===== config.mk =====
export PLATFORM = sky130hd
export DESIGN_NAME = sm_seq_multiplier
export DESIGN_NICKNAME = d
export VERILOG_FILES = /design/src/rtl/sm_seq_multiplier.sv
export SDC_FILE = /design/constraint.sdc
export NUM_CORES = 1
export LEC_CHECK = 0
export CAP_MARGIN = 20
export CORE_ASPECT_RATIO = 1.1
export CORE_MARGIN = 5
export CORE_UTILIZATION = 51
export DETAILED_ROUTE_END_ITERATION = 8
export PLACE_DENSITY = 0.78
export REMOVE_ABC_BUFFERS = 1
export SETUP_SLACK_MARGIN = 0.3
export SYNTH_ARGS = -nofsm -noshare
export SYNTH_HDL_FRONTEND = slang
export SYNTH_SLANG_ARGS = --single-unit

===== constraint.sdc =====
create_clock -name clk -period 2.2 [get_ports clk]
set_input_delay 0.44 -clock clk [delete_from_list [all_inputs] [get_ports clk]]
set_output_delay 0.44 -clock clk [all_outputs]
set_load 0.02 [all_outputs]

===== src/rtl/sm_seq_multiplier.sv =====
// Sequential sign-magnitude multiplier: shift-and-add over the magnitudes,
// one partial product per CALC cycle, with the sign resolved separately.
module sm_seq_multiplier #(
  parameter int unsigned WIDTH = 6
) (
  input  logic               clk,
  input  logic               rst,
  input  logic               start,
  input  logic [WIDTH-1:0]   a,
  input  logic [WIDTH-1:0]   b,
  output logic               busy,
  output logic               done,
  output logic [2*WIDTH-1:0] product
);

  localparam int unsigned MW = WIDTH - 1;
  localparam int unsigned CW = $clog2(WIDTH + 1);

  typedef enum logic [1:0] {
    IDLE = 2'd0,
    CALC = 2'd1,
    DONE = 2'd2
  } state_t;

  state_t        state;
  logic [MW-1:0] mcand;
  logic [MW-1:0] mplr;
  logic [MW-1:0] acc;
  logic [CW-1:0] cnt;
  logic          sign;

  logic [MW:0]     sum_c;
  logic [MW-1:0]   acc_nx_c;
  logic [MW-1:0]   mplr_nx_c;
  logic [2*MW-1:0] mag_c;

  // One shift-add step; the add carry becomes the new accumulator MSB.
  always_comb begin
    sum_c     = {1'b0, acc} + (mplr[0] ? {1'b0, mcand} : (MW+1)'(0));
    acc_nx_c  = sum_c[MW:1];
    mplr_nx_c = {sum_c[0], mplr[MW-1:1]};
    mag_c     = {acc_nx_c, mplr_nx_c};
  end

  always_ff @(posedge clk or posedge rst) begin
    if (rst) begin
      state   <= IDLE;
      mcand   <= '0;
      mplr    <= '0;
      acc     <= '0;
      cnt     <= '0;
      sign    <= 1'b0;
      busy    <= 1'b0;
      done    <= 1'b0;
      product <= '0;
    end else begin
      done <= 1'b0;
      case (state)
        IDLE: begin
          if (start) begin
            mcand <= a[MW-1:0];
            mplr  <= b[MW-1:0];
            acc   <= '0;
            sign  <= a[WIDTH-1] ^ b[WIDTH-1];
            cnt   <= CW'(MW);
            busy  <= 1'b1;
            state <= CALC;
          end
        end
        CALC: begin
          acc  <= acc_nx_c;
          mplr <= mplr_nx_c;
          cnt  <= cnt - CW'(1);
          // Last step: capture the finished product; a zero magnitude is never negative.
          if (cnt == CW'(1)) begin
            product <= {sign & (|mag_c), 1'b0, mag_c};
            busy    <= 1'b0;
            state   <= DONE;
          end
        end
        DONE: begin
          done  <= 1'b1;
          state <= IDLE;
        end
        default: state <= IDLE;
      endcase
    end
  end

endmodule


==> flow_summary.toml <==
[synth]
syn_area_per_cell_um2 = 9.97
async_flop_share_pct = 100
netlist.area_leader.share_pct = 54.0
yosysMostFrequentCell = "dfrtp_1"
synthAdderAreaFrac_pct = 6.83
yosys_register_bits = 34
synth_common_cells = "dfrtp_1, nand2_1, nor2_1"
synth-edff-count = 0
synth_compound_area_share_pct = 10.1
yosys-top-cells-area = "dfrtp_1, nand2_1, ha_1, o21ai_0, nor2_1"
yosys.area.top_type = "dfrtp_1"
synthSimpleGateAreaFrac_pct = 18.4
synth_top_family_by_area = "simple AND/OR/NAND/NOR gates"
synth_cells = 158
synth_flop_cell = "dfrtp_1"
synth_xor_area_share_pct = 2.70
synthMuxAreaShare_pct = 3.57
ys_warn_count = 0
synth_cell_type_count = 31
synth_area_um2 = 1580
ys_seq_area_share_pct = 54.0

[power_and_ir_drop]
p_clk_share_pct = 12.4
ir_drop_mv = 1.00
seqPwrFrac_pct = 36.5
power_mw = 2.97
p_comb_share_pct = 51.1
powerDensity_nw_per_um2 = 1450
switchingPower_mw = 1.20
p_sw_share_pct = 40.2
internal_power_mw = 1.78
p_leak_nw = 0.938

[floorplanning]
chipHeight_um = 68.3
start_util_pct = 52.1
die_x_um = 63.0
dieArea_um2 = 4300
io_pins = 29
rows = 21
core-area_um2 = 3020

[sta]
max_freq_mhz = 517
setup_viol = 0
post-route-period-util_pct = 87.9
worst_slack_ps = 266
period_needed_ps = 1930
fin_setup_tns_ps = 0
rsz0062_at_grt = "yes"
drv_slew = 0
skew_ps = 8.03
holdWs_ps = 476
hold_viol = 0

[cells_and_area]
multi_input_area_um2 = 736
syn_to_final_growth_pct = 30.3
fill_cells = 240
final_core_util_pct = 68.0
final-seq-area_um2 = 851
fin_nets = 216
diodes = 0
final_layout_size_suffix_gt1_share_pct = 18.6

[placement]
place_congestion = 0.768
io_buffers = 27
dp_hpwl_um = 2330
pre_cts_ws_ps = 86.0

[critical_path]
start_kind = "register"
worstPathMaxFanout = 5
required_ps = 2440
crit_chain = "buf_6 -> and2_1 -> ha_2 -> xor2_2 -> and4b_1 -> nand4_1 -> a22o_1"
endpoint_kind = "register"
critPathSlowestCell = "dfrtp_1"
cp_slowest_stage_delay_ps = 410
path_class = "reg -> reg"
arrival_ps = 2180
r2r_setup_slack_ps = 270

[detailed_routing]
viasPerCell = 5.50
via_count = 1254
first_pass_iters = 4
avgRoutedWirePerCell_um = 14.7
drtAntennaViolNets = 0
drtIter0Drc = 39
drt_wl_total_um = 3360
route.detailed.drc = 0

[min_path]
hp-class = "in -> async"

[run_status]
status = "finished clean"

[clock_tree]
root_buffer = "clkbuf_4"
numClockSinks = 34
cts_hold_buf = 0
cts_tree = "yes"
clk_pin_slew_ps = 110
cts_buffers = 5
cts_max_path_buffers = 2
clkLatencyLatePin_ps = 350
htree_levels = 2

[grt]
antenna_found_initial = 0
grt_use_total_pct = 17.0
grt_max_degree = 35
grt_pass1_vias = 1239
grt-ovfl-total = 0
grt_first_pass_wirelength_um = 5600

[job]
drv_cap = 0
[through the flow]
step | instance area (um^2) | std cells
finish | 2050 | 228
global route | 2050 | 228
CTS | 1980 | 226
detailed placement | 1880 | 215
global placement | 1880 | 215
floorplan | 1540 | 151
[cell usage in the layout, fill, tap and decap left out, types with 2 or more instances in the layout]
master,netlist,routed
inv_1,8,7
ha_1,7,4
ha_4,0,2
nand2_1,26,25
clkdlybuf4s50_1,0,27
xnor2_2,1,2
buf_4,1,7
and2_1,5,4
clkbuf_4,0,5
o22ai_1,5,5
nor2_1,17,16
nor2b_1,2,2
dfrtp_1,34,34
o21ai_0,15,14
mux2_2,5,5
nand3_1,6,6
a21oi_1,3,2
[worst max-delay path: cells and delay by family, from the launching register on]
family | cells | cell delay [ps]
fa+ha+maj | 1 | 400
compound gates | 1 | 180
simple gates | 3 | 510
flops | 1 | 410
buf+inv | 1 | 140
xor+xnor | 1 | 190
[final cells by class]
type / instances / area share (%)
flip-flops and latches: 34 / 41.4
multi-input cells: 109 / 35.8
repair buffers: 35 / 16.3
clock buffers: 7 / 2.68
well taps: 34 / 2.07
inverters: 8 / 1.46
clock inverters: 1 / 0.244
[metal layers]
| metal | vias to the layer above | track usage [%] | part of all wire [%] |
|---|---|---|---|
| met4 | 0 | 9.55 | 2.2 |
| met3 | 8 | 5.09 | 6.0 |
| met1 | 618 | 19.4 | 41 |
| li1 | 593 | - | - |
| met5 | - | 0 | 0 |
| met2 | 35 | 28.8 | 51 |
[final timing paths]
kind | start | end | cells after the start
max | mplr[0] | product[11] | 7
min | rst | acc[2] | 3
max reg2reg | mplr[0] | product[11] | 7
min reg2reg | state[0] | done | 1
max in group asynchronous | rst | mplr[1] | 3
min in group clk | state[0] | done | 1
[sequential cells by signal (all words and copies together) (netlist names)]
name,count
done,1
busy,1
product,11
cnt,3
mplr,5
acc,5
mcand,5
sign,1
state,2
[cell families (layout without fill, tap and decap cells)]
kind of cell,count (synthesis),after routing
flip-flops,34,34
XOR/XNOR,4,4
multiplexers,5,5
adder cells (fa/ha/maj),8,8
AND/OR/NAND/NOR,64,64
other,1,1
AO/OA/AOI/OAI,27,27
buffers and inverters,15,51
[what timing repair did]
| item | 4_1_cts | 5_1_grt |
|---|---|---|
| gates resized for setup | 6 | 11 |
| setup buffers | 3 | 2 |
| cloned | 0 | 0 |
| pin swaps | 8 | 10 |
| endpoints found under the setup margin | 3 | 5 |
[power by group through the flow]
stage / Combinational, mW / Sequential (mW) / Clock [mW]
2_1_floorplan: 0.755 / 1.16 / 0
3_3_place_gp: 1.25 / 1.07 / 0
3_5_place_dp: 1.30 / 1.08 / 0
4_1_cts: 1.40 / 1.06 / 0.371
5_1_grt: 1.68 / 1.12 / 0.398
6_report: 1.52 / 1.08 / 0.370
(Power assumes the default switching activity.)
